==> config.mk <==
export PLATFORM = sky130hd
export DESIGN_NAME = seq_detect_param
export DESIGN_NICKNAME = d
export VERILOG_FILES = /design/src/rtl/seq_detect_param.sv
export SDC_FILE = /design/constraint.sdc
export NUM_CORES = 1
export LEC_CHECK = 0
export BUFFER_PORTS_ARGS = -buffer_cell sky130_fd_sc_hd__buf_4
export CORE_UTILIZATION = 53
export DETAILED_ROUTE_END_ITERATION = 7
export HOLD_SLACK_MARGIN = 0.1
export PLACE_DENSITY = 0.74
export REMOVE_ABC_BUFFERS = 1
export SETUP_SLACK_MARGIN = 0.15
export SYNTH_ARGS = -nofsm -noshare
export SYNTH_HDL_FRONTEND = slang
export SYNTH_SLANG_ARGS = --single-unit
==> constraint.sdc <==
create_clock -name clk -period 3.11 [get_ports clk]
set_clock_uncertainty 0.2 [all_clocks]
set_input_delay 0.311 -clock clk [delete_from_list [all_inputs] [get_ports clk]]
set_output_delay 0.311 -clock clk [all_outputs]
set_load 0.02 [all_outputs]
==> src/rtl/seq_detect_param.sv <==
// Parameterised serial pattern detector with KMP-style fallback computed from the
// live pattern register, runtime reload, Mealy/Moore match and saturating hit count.
module seq_detect_param #(
    parameter int PAT_W             = 4,
    parameter logic [PAT_W-1:0] PATTERN = 4'b0101,
    parameter int OVERLAP           = 1,
    parameter int MOORE             = 0,
    parameter int CNT_W             = 8,
    localparam int SW               = ($clog2(PAT_W) > 1) ? $clog2(PAT_W) : 1
) (
    input  logic             clk,
    input  logic             rst,
    input  logic             in_valid,
    input  logic             in,
    input  logic             pat_load,
    input  logic [PAT_W-1:0] pat_in,
    output logic             match,
    output logic [CNT_W-1:0] match_cnt,
    output logic [SW-1:0]    state
);

    // Stream handshake: a bit is accepted on any rising edge with in_valid=1 and
    // pat_load=0. There is no back-pressure; pat_load wins over in_valid.

    logic [PAT_W-1:0] pat_q;
    logic [SW-1:0]    state_q;
    logic [SW-1:0]    state_d;
    logic [CNT_W-1:0] cnt_q;
    logic             match_q;
    logic [PAT_W-1:0] cand;
    logic             hit;
    logic             accept;
    int               k;
    int               nk;

    assign accept = in_valid & ~pat_load;

    // Held bits always equal the first k pattern bits, so the candidate is that
    // prefix with the new bit appended, right-aligned in a PAT_W vector.
    always_comb begin
        k    = int'(state_q);
        nk   = 0;
        cand = ((pat_q >> (PAT_W - k)) << 1) | PAT_W'(in);
        hit  = (k == PAT_W - 1) && (cand == pat_q);
        for (int j = 1; j < PAT_W; j++) begin
            if ((j <= k + 1) &&
                ((cand & ({PAT_W{1'b1}} >> (PAT_W - j))) == (pat_q >> (PAT_W - j)))) begin
                nk = j;
            end
        end
        if (hit && (OVERLAP == 0)) begin
            nk = 0;
        end
        state_d = SW'(nk);
    end

    always_ff @(posedge clk or negedge rst) begin
        if (!rst) begin
            pat_q   <= PATTERN;
            state_q <= '0;
            cnt_q   <= '0;
            match_q <= 1'b0;
        end else if (pat_load) begin
            pat_q   <= pat_in;
            state_q <= '0;
            match_q <= 1'b0;
        end else if (in_valid) begin
            state_q <= state_d;
            match_q <= hit;
            if (hit && (cnt_q != {CNT_W{1'b1}})) begin
                cnt_q <= cnt_q + 1'b1;
            end
        end
    end

    assign match     = (MOORE != 0) ? match_q : (accept & hit);
    assign match_cnt = cnt_q;
    assign state     = state_q;

endmodule

# Yosys cells after proc, flatten, opt, wreduce, memory -nomap -nowiden
# Index checks and enable logic that the tools add are counted.
# word_totals
ff_bits,14
input_bits,9
output_inout_bits,11
wordCells,32
# classes
addsub,3
order_cmp,3
eq_ne,6
n_shift,1
n_mux,5
bitwise_logic,4
n_reduce_logical,7
# op_table
cell,count
"less-or-equal comparator 2 x 32 -> 1 bit, first input constant",1
"less-or-equal comparator 3 x 32 -> 1 bit, first input constant",1
>> shifter 4 x 32 -> 3 bit,1
"adder 8 x 1 -> 8 bit, second input constant",1
2-to-1 mux 2 bit,4
"inequality test 8 bit, second input constant",1
logical AND 1 bit,5
equality test 4 bit,1
bitwise OR 4 x 1 -> 4 bit,1
"subtractor 3 x 2 -> 4 bit, first input constant",1
"adder 2 x 1 -> 3 bit, second input constant",1
equality test 3 bit,1
"less-or-equal comparator 2 x 3 -> 1 bit, first input constant",1
AND reduction 3 bit,1
AND 1 bit,2
"equality test 2 x 1 -> 1 bit, second input constant",1
equality test 2 bit,1
nonzero test 2 bit,1
equality test 1 bit,1
2-to-1 mux 1 bit,1
NOT 1 bit,1

# Logic depth before layout (Yosys ltp)
# Gate-level depths: netlist of run 1.
# logic_depth
depth_word,10
mapped_depth,7
depth_no_buf,7

# Worst setup path after synthesis of run 1
# Ideal clock, no wire load.
# synth_timing
path_type,flip-flop to output port
startpoint,reg state_q[0] (netlist: state[0])
endpoint,out match
arrival_ns,2.200
t_required_ns,2.599
slack_ns,0.399
stages_incl_launch_ff,8
n_path_buf,0
cell_sequence,dfrtp_1 > inv_1 > ha_1 > or2_1 > o21bai_1 > a221o_2 > or2_1 > inv_1
# synth_via
elab_chain_cells,6
word_cells_on_any_way,7
cone_classes,add/sub (1); eq/ne (2); shift (1); bitwise (2); reduce/logical (1)
# synth_lines
item,line,source
"start, declared",26,logic [SW-1:0] state_q;
"start signal, assigned",68,state_q <= state_d;
subtractor 3 x 2 -> 4 bit,43,cand = ((pat_q >> (PAT_W - k)) << 1) | PAT_W'(in);
>> shifter 4 x 32 -> 3 bit,43,
bitwise OR 4 x 1 -> 4 bit,43,
equality test 4 bit,44,hit = (k == PAT_W - 1) && (cand == pat_q);
logical AND 1 bit (*),44,
AND 1 bit (*),76,assign match = (MOORE != 0) ? match_q : (accept & hit);
"end, declared",17,"output logic match,"
# Every way passes the cells marked *; elsewhere a longest branch is shown, timed or not.

# Final worst setup path of run 1
# Ends and elaborated chain as after synthesis.

==> results.toml, run 1 <==
[worst_setup_path]
crit_path_end_kind = "primary output"
cp.required_ns = 2.60
cp.arrival_ns = 2.38
r2r_cells = 8
crit_buf_inv = 3
slowest_stage = "a221o_2"
cp.depth = 8
cpPeakStageDelay_ns = 0.41
cp_max_fo = 6
cp_cell_sequence = "inv_2 -> ha_1 -> or2_4 -> o21bai_1 -> a221o_2 -> or2_1 -> inv_1 -> buf_4"
cp-start-kind = "flop"
timing_worst_setup_path_type = "reg -> out"
path_delay_family = "compound AO/OA/AOI/OAI gates"

[placement]
place_hpwl_mm = 1.41
gp_congestion = 0.843
io_buffers = 19
dpl_worst_slack_ns = 0.471
placed_cells = 145
placed_cell_area_um2 = 1150

[routing]
first_pass_iters = 4
drt_iter0_markers = 19
drtAntennaViolNets = 0
drc_errors = 0
drt-vias-per-instance = 5.40
routedWlPerCell_um = 13.1
drt_wl_total_mm = 2.13
dr_total_vias = 880

[floorplanning]
core-area_um2 = 1750
die_area_um2 = 2040
die_w_um = 45.2
ioPinCount = 20
rows = 15
initial_core_util_pct = 56.7
die_y_um = 45.2

[finish]
finalNonFillerCells = 163
diodes = 0
area_growth_pct = 33.8
drive_gt1_share_pct = 29.7
post-route-util_pct = 75.8
nets = 153
fill_cells = 139
final_area_um2 = 1320

[yosys]
synth_cells = 105
synth-seq-cells = 14
synth-main-ff-cell = "dfrtp_1"
ys_seq_area_share_pct = 35.7
yosysWarnings = 0
synthDistinctLibCells = 40
synth_top_area_share_pct = 30.3
syn_area_um2 = 990
synth_top_area_cell = "dfrtp_1"
syn-mean-instance-area_um2 = 9.43
synth.area.top_cells = "dfrtp_1 30%, ha_1 6.3%, xor2_1 6.2%, dfstp_2 5.3%, mux2_2 3.4%"
synth_edf_count = 0
synthArstFlopShare_pct = 100

[timing]
fin_crit_sh_pct = 93.1
slew_viol_final = 0
min_period_ns = 2.90
fin_tns_setup_ns = 0
slew_headroom_pct = 75.0
fmax_ghz = 0.345
worst_pin_slew_ns = 0.373
whs_ns = 0.205
hold_viol_final = 0
grt_setup_unrepaired = "yes"
finalSetupViolations = 0
setup_ws_ns = 0.214

[global_routing]
overflow = 0
grt_start_max_net_pins = 15
grt_pass1_wl_mm = 3.40
antenna_found_initial = 0
grt_usage_pct = 23.2
grt_pass1_vias = 768

[cts]
cts_tree = "built"
root_buffer = "clkbuf_4"
numCtsBuffers = 3
clock-sinks = 14
clockBufferDepth = 2
clk_latency_ns = 0.29
htree_num_levels = 1
clk_pin_slew_worst_paths_ns = 0.10

[power_and_ir_drop]
powerDensity_nw_per_um2 = 356
fin_total_pwr_mw = 0.471
leakagePower_nw = 0.633
vdd_drop_max_uv = 283

[hold_path]
worstHoldPathType = "in -> async"

[flow_run]
drv_cap = 0

[outcome]
status = "finished clean"
-- sequential cells by signal (all words and copies together) (netlist names) --
| name | count |
|---|---|
| match_cnt | 8 |
| state | 2 |
| pat_q | 4 |
-- layout make-up --
cell class	count	area (um^2)	area share, %
sequential	14	353	26.7
inverter	6	22.5	1.70
clock buffer	4	36.3	2.74
timing repair buffer	34	280	21.2
multi-input combinational	80	601	45.4
tap	25	31.3	2.36
-- what timing repair did --
action,in CTS,in global routing
hold buffers,10,0
buffers inserted,1,3
hold endpoints to repair,20,0
pin swaps,0,1
endpoints found under the setup margin,1,2
resized for setup,1,2
-- layer usage --
layer  wire (um)  vias to the layer above  share of wire (%)  track usage (%)
met4          12                        0               0.56             9.09
li1            -                      443                  -                -
met1        1030                      408                 48             33.7
met2         996                       27                 47             34.2
met5           0                        -                  0                0
met3          92                        2                4.3             3.60
-- Yosys cell counts (2+ instances only) --
cell type	instances
nor2_1	5
and3_1	4
nand2b_1	5
mux2i_1	2
nor3_1	4
a311oi_1	2
dfrtp_1	12
a21oi_1	2
ha_1	5
xor2_1	7
nand4_1	2
mux2_2	3
xnor2_1	3
dfstp_2	2
o21ai_0	4
nand2_1	7
o22ai_1	3
buf_2	3
nand3_1	2
or2_1	2
inv_1	6
clkbuf_1	2
-- placed cells by master (no fill, tap or decap), types with 3 or more instances in the layout --
master / netlist / routed
mux2_2: 3 / 3
dlygate4sd3_1: 0 / 10
nand2b_1: 5 / 5
nand2_1: 7 / 7
o21ai_0: 4 / 4
xnor2_1: 3 / 3
inv_1: 6 / 5
ha_1: 5 / 5
dfrtp_1: 12 / 12
nor2_1: 5 / 5
buf_4: 0 / 24
and3_1: 4 / 4
nor3_1: 4 / 4
xor2_1: 7 / 7
clkbuf_4: 0 / 3
-- cells by family after synthesis --
family	synth area share [%]
AND/OR/NAND/NOR	19.8
multiplexers	6.57
XOR/XNOR	8.85
buffers and inverters	4.55
flip-flops	35.7
AO/OA/AOI/OAI	18.2
adder cells (fa/ha/maj)	6.32
-- where the power goes --
part	switching, mW	internal [mW]
clock	0.0664	0.0713
sequential	0.0138	0.192
combinational	0.0637	0.0634
-- worst paths after layout --
kind,from,to,slack [ns]
setup / recovery,state[0],match,0.21
hold / removal,rst,state[0],0.21
setup reg to reg,state[0],match_cnt[1],0.42
hold reg to reg,match_cnt[0],match_cnt[0],0.32
max in group asynchronous,rst,pat_q[0],2.27
min in group clk,match_cnt[0],match_cnt[0],0.32
Power figures use the tool's default switching activity.
==> run 2, diff against run 1 <==
--- a/config.mk
+++ b/config.mk
@@ -5,11 +5,12 @@
 export SDC_FILE = /design/constraint.sdc
 export NUM_CORES = 1
 export LEC_CHECK = 0
+export ABC_AREA = 1
 export BUFFER_PORTS_ARGS = -buffer_cell sky130_fd_sc_hd__buf_4
-export CORE_UTILIZATION = 53
+export CORE_UTILIZATION = 54
 export DETAILED_ROUTE_END_ITERATION = 7
 export HOLD_SLACK_MARGIN = 0.1
-export PLACE_DENSITY = 0.74
+export PLACE_DENSITY = 0.75
 export REMOVE_ABC_BUFFERS = 1
 export SETUP_SLACK_MARGIN = 0.15
 export SYNTH_ARGS = -nofsm -noshare
==> run 2 against run 1 <==
Compared with the run above:
- non-clock buffer count down 4
- clock-buffer cell count is the same
- routed wire length grew 21%
- hold slack got worse by 0.081 ns
- area after synthesis grew 12%
- die area is 9.0% higher
- critical endpoint unchanged
- largest cell class unchanged
- largest power group unchanged
- highest routed layer unchanged
==> results.toml, run 2 <==
[floorplanning]
initial_core_util_pct = 60.6
ioPinCount = 20
die_w_um = 47.2
die_area_um2 = 2230
core-area_um2 = 1820
die_y_um = 47.2
rows = 15

[finish]
diodes = 0
fill_cells = 123
final_common_cell = "nand2_1"
nets = 194
largest_register_ffs = 8
post-route-util_pct = 77.7
seqCellArea_um2 = 354
multi_input_area_um2 = 681
layout_common_cells = "47 x nand2_1, 19 x buf_4, 14 x inv_1"
drive_gt1_share_pct = 24.0
final_area_um2 = 1420
area_growth_pct = 28.2

[worst_setup_path]
cp_cell_sequence = "inv_2 -> ha_1 -> inv_1 -> nand3_1 -> nand4_1 -> nand2_1 -> nor4_1 -> buf_4"
r2r_cells = 10
cp-start-kind = "flop"
slowest_stage = "dfrtp_2"
cp.required_ns = 2.60
crit_path_end_kind = "primary output"
cpPeakStageDelay_ns = 0.47
cp_max_fo = 9
timing_worst_setup_path_type = "reg -> out"
cp.arrival_ns = 2.26

[timing]
fmax_ghz = 0.361
whs_ns = 0.124
hold_viol_final = 0
finalSetupViolations = 0
worst_pin_slew_ns = 0.337
setup_ws_ns = 0.339
fin_tns_setup_ns = 0
min_period_ns = 2.77
fin_crit_sh_pct = 89.1
slew_viol_final = 0
grt_setup_unrepaired = "no"
slew_headroom_pct = 77.3

[cts]
clockBufferDepth = 2
cts_setup_buffers = 0
clk_latency_ns = 0.28
root_buffer = "clkbuf_4"
clock-sinks = 14
cts_tree = "built"
clk_pin_slew_worst_paths_ns = 0.09
htree_num_levels = 1
numCtsBuffers = 3

[placement]
place_hpwl_mm = 1.83
placed_cell_area_um2 = 1270
io_buffers = 19
gp_congestion = 1.01
dpl_worst_slack_ns = 0.553

[routing]
dr_total_vias = 1079
drt_iter0_markers = 38
drt-vias-per-instance = 5.29
routedLengthMet1_mm = 1.20
dr_wl_met3_um = 164
met2_length_mm = 1.18
routedWlPerCell_um = 12.6
drt_wl_total_mm = 2.58
drtAntennaViolNets = 0
first_pass_iters = 4
highest_layer = "met4"
drc_errors = 0

[yosys]
synth_top_area_share_pct = 27.2
synth.area.top_cells = "dfrtp_1 27%, nand2_1 16%, nand4_1 6.2%, ha_1 5.7%, dfstp_2 4.8%"
syn_area_um2 = 1100
synthArstFlopShare_pct = 100
synth-main-ff-cell = "dfrtp_1"
ys_seq_area_share_pct = 32.0
synth_common_cells = "47 x nand2_1, 14 x inv_1, 12 x dfrtp_1"
syn-mean-instance-area_um2 = 7.51
synth-seq-cells = 14
yosysMostFrequentCell = "nand2_1"
synth_cells = 147
yosysWarnings = 0
synthDistinctLibCells = 26
synth_edf_count = 0
synth_top_area_cell = "dfrtp_1"

[outcome]
status = "finished clean"

[global_routing]
overflow = 0
antenna_found_initial = 0
grt_pass1_wl_mm = 4.39
grt_start_max_net_pins = 15
grt_usage_pct = 27.8
grt_pass1_vias = 1064

[hold_path]
worstHoldPathType = "in -> reg"
min_delay_path_depth = 2

[power_and_ir_drop]
vdd_drop_max_uv = 365
powerDensity_nw_per_um2 = 324
leakagePower_nw = 0.713

[flow_run]
drv_cap = 0
[run 2: cell type report]
class / count / share of cell area (%)
flip-flops and latches: 14 / 25.0
inverters: 16 / 4.24
multi-input cells: 115 / 48.1
repair buffers: 30 / 17.9
well taps: 25 / 2.21
clock buffers: 4 / 2.56
[run 2: metrics by stage]
stage / std cells / power, mW
after floorplan: 145 / 0.283
after CTS: 204 / 0.460
after global routing: 204 / 0.486
after global placement: 189 / 0.314
after detailed placement: 189 / 0.314
final: 204 / 0.459
[run 2: power by group]
part	switching (mW)	leakage [nW]	internal, mW
registers	0.0116	0.183	0.190
logic	0.0752	0.509	0.0492
clock network	0.0613	0.0210	0.0712
[run 2: layer usage]
metal	up-vias	track usage, %
li1	546	-
met1	494	37.7
met2	35	44.4
met3	4	6.54
met4	0	7.43
met5	-	0
[run 2: repair_timing]
| action | in CTS | in global routing |
|---|---|---|
| resized for setup | 0 | 1 |
| hold endpoints to repair | 20 | 0 |
| hold buffers | 11 | 0 |
| endpoints found under the setup margin | 0 | 1 |
[run 2: path summary, 6_finish.rpt]
kind | start | to | slack [ns]
hold reg to reg | match_cnt[7] | match_cnt[7] | 0.31
setup reg to reg | state[0] | match_cnt[1] | 0.81
min in group asynchronous | rst | match_cnt[1] | 0.22
setup / recovery | state[0] | match | 0.34
hold / removal | pat_load | pat_q[1] | 0.12
max in group asynchronous | rst | pat_q[0] | 2.25
[run 2: kinds of logic (layout without fill, tap and decap cells)]
kind of cell | Yosys count | after routing | synth area share, %
compound gates | 10 | 10 | 6.12
xor+xnor | 4 | 4 | 3.17
fa+ha+maj | 5 | 5 | 5.67
buf+inv | 18 | 50 | 6.35
flops | 14 | 14 | 32.0
simple gates | 96 | 96 | 46.7
[run 2: critical path: cells and delay by family (launching register included)]
kind                       cells  cell delay, ns
and+or+nand+nor                4            0.66
DFF                            1            0.47
buffers and inverters          3            0.46
adders and majority gates      1            0.39
==> run 3, diff against run 2 <==
==> constraint.sdc (replaced) <==
create_clock -name clk -period 2.8 [get_ports clk]
set_clock_uncertainty 0.2 [all_clocks]
set_input_delay 0.28 -clock clk [delete_from_list [all_inputs] [get_ports clk]]
set_output_delay 0.28 -clock clk [all_outputs]
set_load 0.02 [all_outputs]
==> run 3 against run 2 <==
Compared with the run above:
- via count increased by 4.8%
- design area increased by 3.7%
- die area unchanged
- power increased by 14%
- clock power increased by 15%
- clock-buffer cell count unchanged
==> results.toml, run 3 (same netlist as run 2, synthesis figures left out) <==
[worst_setup_path]
crit_path_end_kind = "primary output"
cp-start-kind = "flop"
path_delay_family = "simple AND/OR/NAND/NOR gates"
slowest_stage = "dfrtp_1"
cp.depth = 8
reg2reg_to = "match_cnt[5]"
cpPeakStageDelay_ns = 0.40
crit_buf_inv = 3
r2r_setup_slack_ns = 0.68
cp-endpoint = "match"
crit_top_cell = "inv_2"
r2r_cells = 10
timing_worst_setup_path_type = "reg -> out"
cp_cell_sequence = "inv_2 -> ha_2 -> inv_2 -> nand3_1 -> nand4_1 -> nand2_1 -> nor4_2 -> buf_4"
r2r-start = "state[0]"
critPathLaunch = "state[0]"
cp_max_fo = 8
cp.required_ns = 2.32
cp.arrival_ns = 2.04

[timing]
whs_ns = 0.125
fin_tns_setup_ns = 0
slew_headroom_pct = 77.7
slew_viol_final = 0
hold_viol_final = 0
finalSetupViolations = 0
min_period_ns = 2.52
fin_crit_sh_pct = 90.2
fmax_ghz = 0.396
grt_setup_unrepaired = "no"
worst_pin_slew_ns = 0.331

[finish]
drive_gt1_share_pct = 25.5
fill_cells = 136
seqCellArea_um2 = 353
area_growth_pct = 33.0
multi_input_area_um2 = 689
final_area_um2 = 1470
final_common_cell = "nand2_1"
nets = 199
layout_common_cells = "47 x nand2_1, 21 x buf_4, 14 x dlygate4sd3_1"
finalNonFillerCells = 209
largest_register_ffs = 8
diodes = 0

[cts]
numCtsBuffers = 3
clk_latency_ns = 0.28
clk_pin_slew_worst_paths_ns = 0.10
htree_num_levels = 1
clock-sinks = 14
cts_tree = "built"
root_buffer = "clkbuf_4"
clockBufferDepth = 2

[routing]
drt_wl_total_mm = 2.64
drt-vias-per-instance = 5.41
first_pass_iters = 6
routedWlPerCell_um = 12.6
drt_iter0_markers = 41
drc_errors = 0
drtAntennaViolNets = 0
dr_total_vias = 1131

[global_routing]
grt_usage_pct = 27.4
grt_pass1_wl_mm = 4.30
overflow = 0
grt_pass1_vias = 1012
grt_start_max_net_pins = 15
antenna_found_initial = 0
grt_util_met2_pct = 44.7
grtUsageMet3_pct = 5.38
top_usage_layer = "met2"
use_met1_pct = 36.3

[floorplanning]
die_y_um = 47.2
die_w_um = 47.2
core-area_um2 = 1820
die_area_um2 = 2230
rows = 15
ioPinCount = 20
initial_core_util_pct = 60.6

[outcome]
status = "finished clean"

[power_and_ir_drop]
leakagePower_nw = 0.735
powerDensity_nw_per_um2 = 357
vdd_drop_max_uv = 245

[hold_path]
worstHoldPathType = "in -> reg"

[placement]
placed_cells = 190
place_hpwl_mm = 1.82
gp_congestion = 0.967
placed_cell_area_um2 = 1270
io_buffers = 19

[flow_run]
drv_cap = 0
[run 3: area by class of cell]
type	count	area share, %
clock buffer	4	2.47
inverter	16	4.09
multi-input combinational	115	47.0
sequential	14	24.0
tap	25	2.13
timing repair buffer	35	20.3
[run 3: worst min-delay path by stage]
stage / slack, ns / from / depth (start not counted) / to
after floorplan: -0.22 / rst / 0 / match_cnt[0]
after global placement: -0.06 / rst / 1 / match_cnt[2]
after detailed placement: -0.06 / rst / 1 / match_cnt[2]
after CTS: 0.12 / pat_load / 4 / state[0]
after global routing: 0.14 / pat_load / 4 / state[0]
final: 0.13 / pat_load / 4 / state[0]
[run 3: per-stage QoR]
stage / worst slack [ns] / total power, mW / util, %
floorplan: 0.0497 / 0.314 / -
global placement: 0.556 / 0.350 / 70.0
detailed placement: 0.504 / 0.351 / 70.0
CTS: 0.183 / 0.519 / 79.7
global route: 0.155 / 0.551 / 80.6
finish: 0.276 / 0.524 / 80.6
[run 3: tightest hold or removal path, delay by kind of cell]
kind | cells | cell delay (ns)
and+or+nand+nor | 3 | 0.16
buffers and inverters | 1 | 0.14
[run 3: report_power, final]
group          total (mW)  switching, mW  internal (mW)  leakage, nW
Sequential          0.221         0.0103          0.211        0.184
Combinational       0.149         0.0887         0.0608        0.530
Clock               0.153         0.0740         0.0791       0.0210
[run 3: what timing repair did]
action                     4_1_cts  5_1_grt
hold endpoints to repair        20        0
setup endpoints to repair        0        1
buffers inserted                 0        1
hold buffers                    14        0
resized for setup                0        3
[run 3: metal layers]
layer	vias up	routed length, um
met2	46	1270
met4	0	27
met5	-	0
met1	523	1200
li1	558	-
met3	4	149
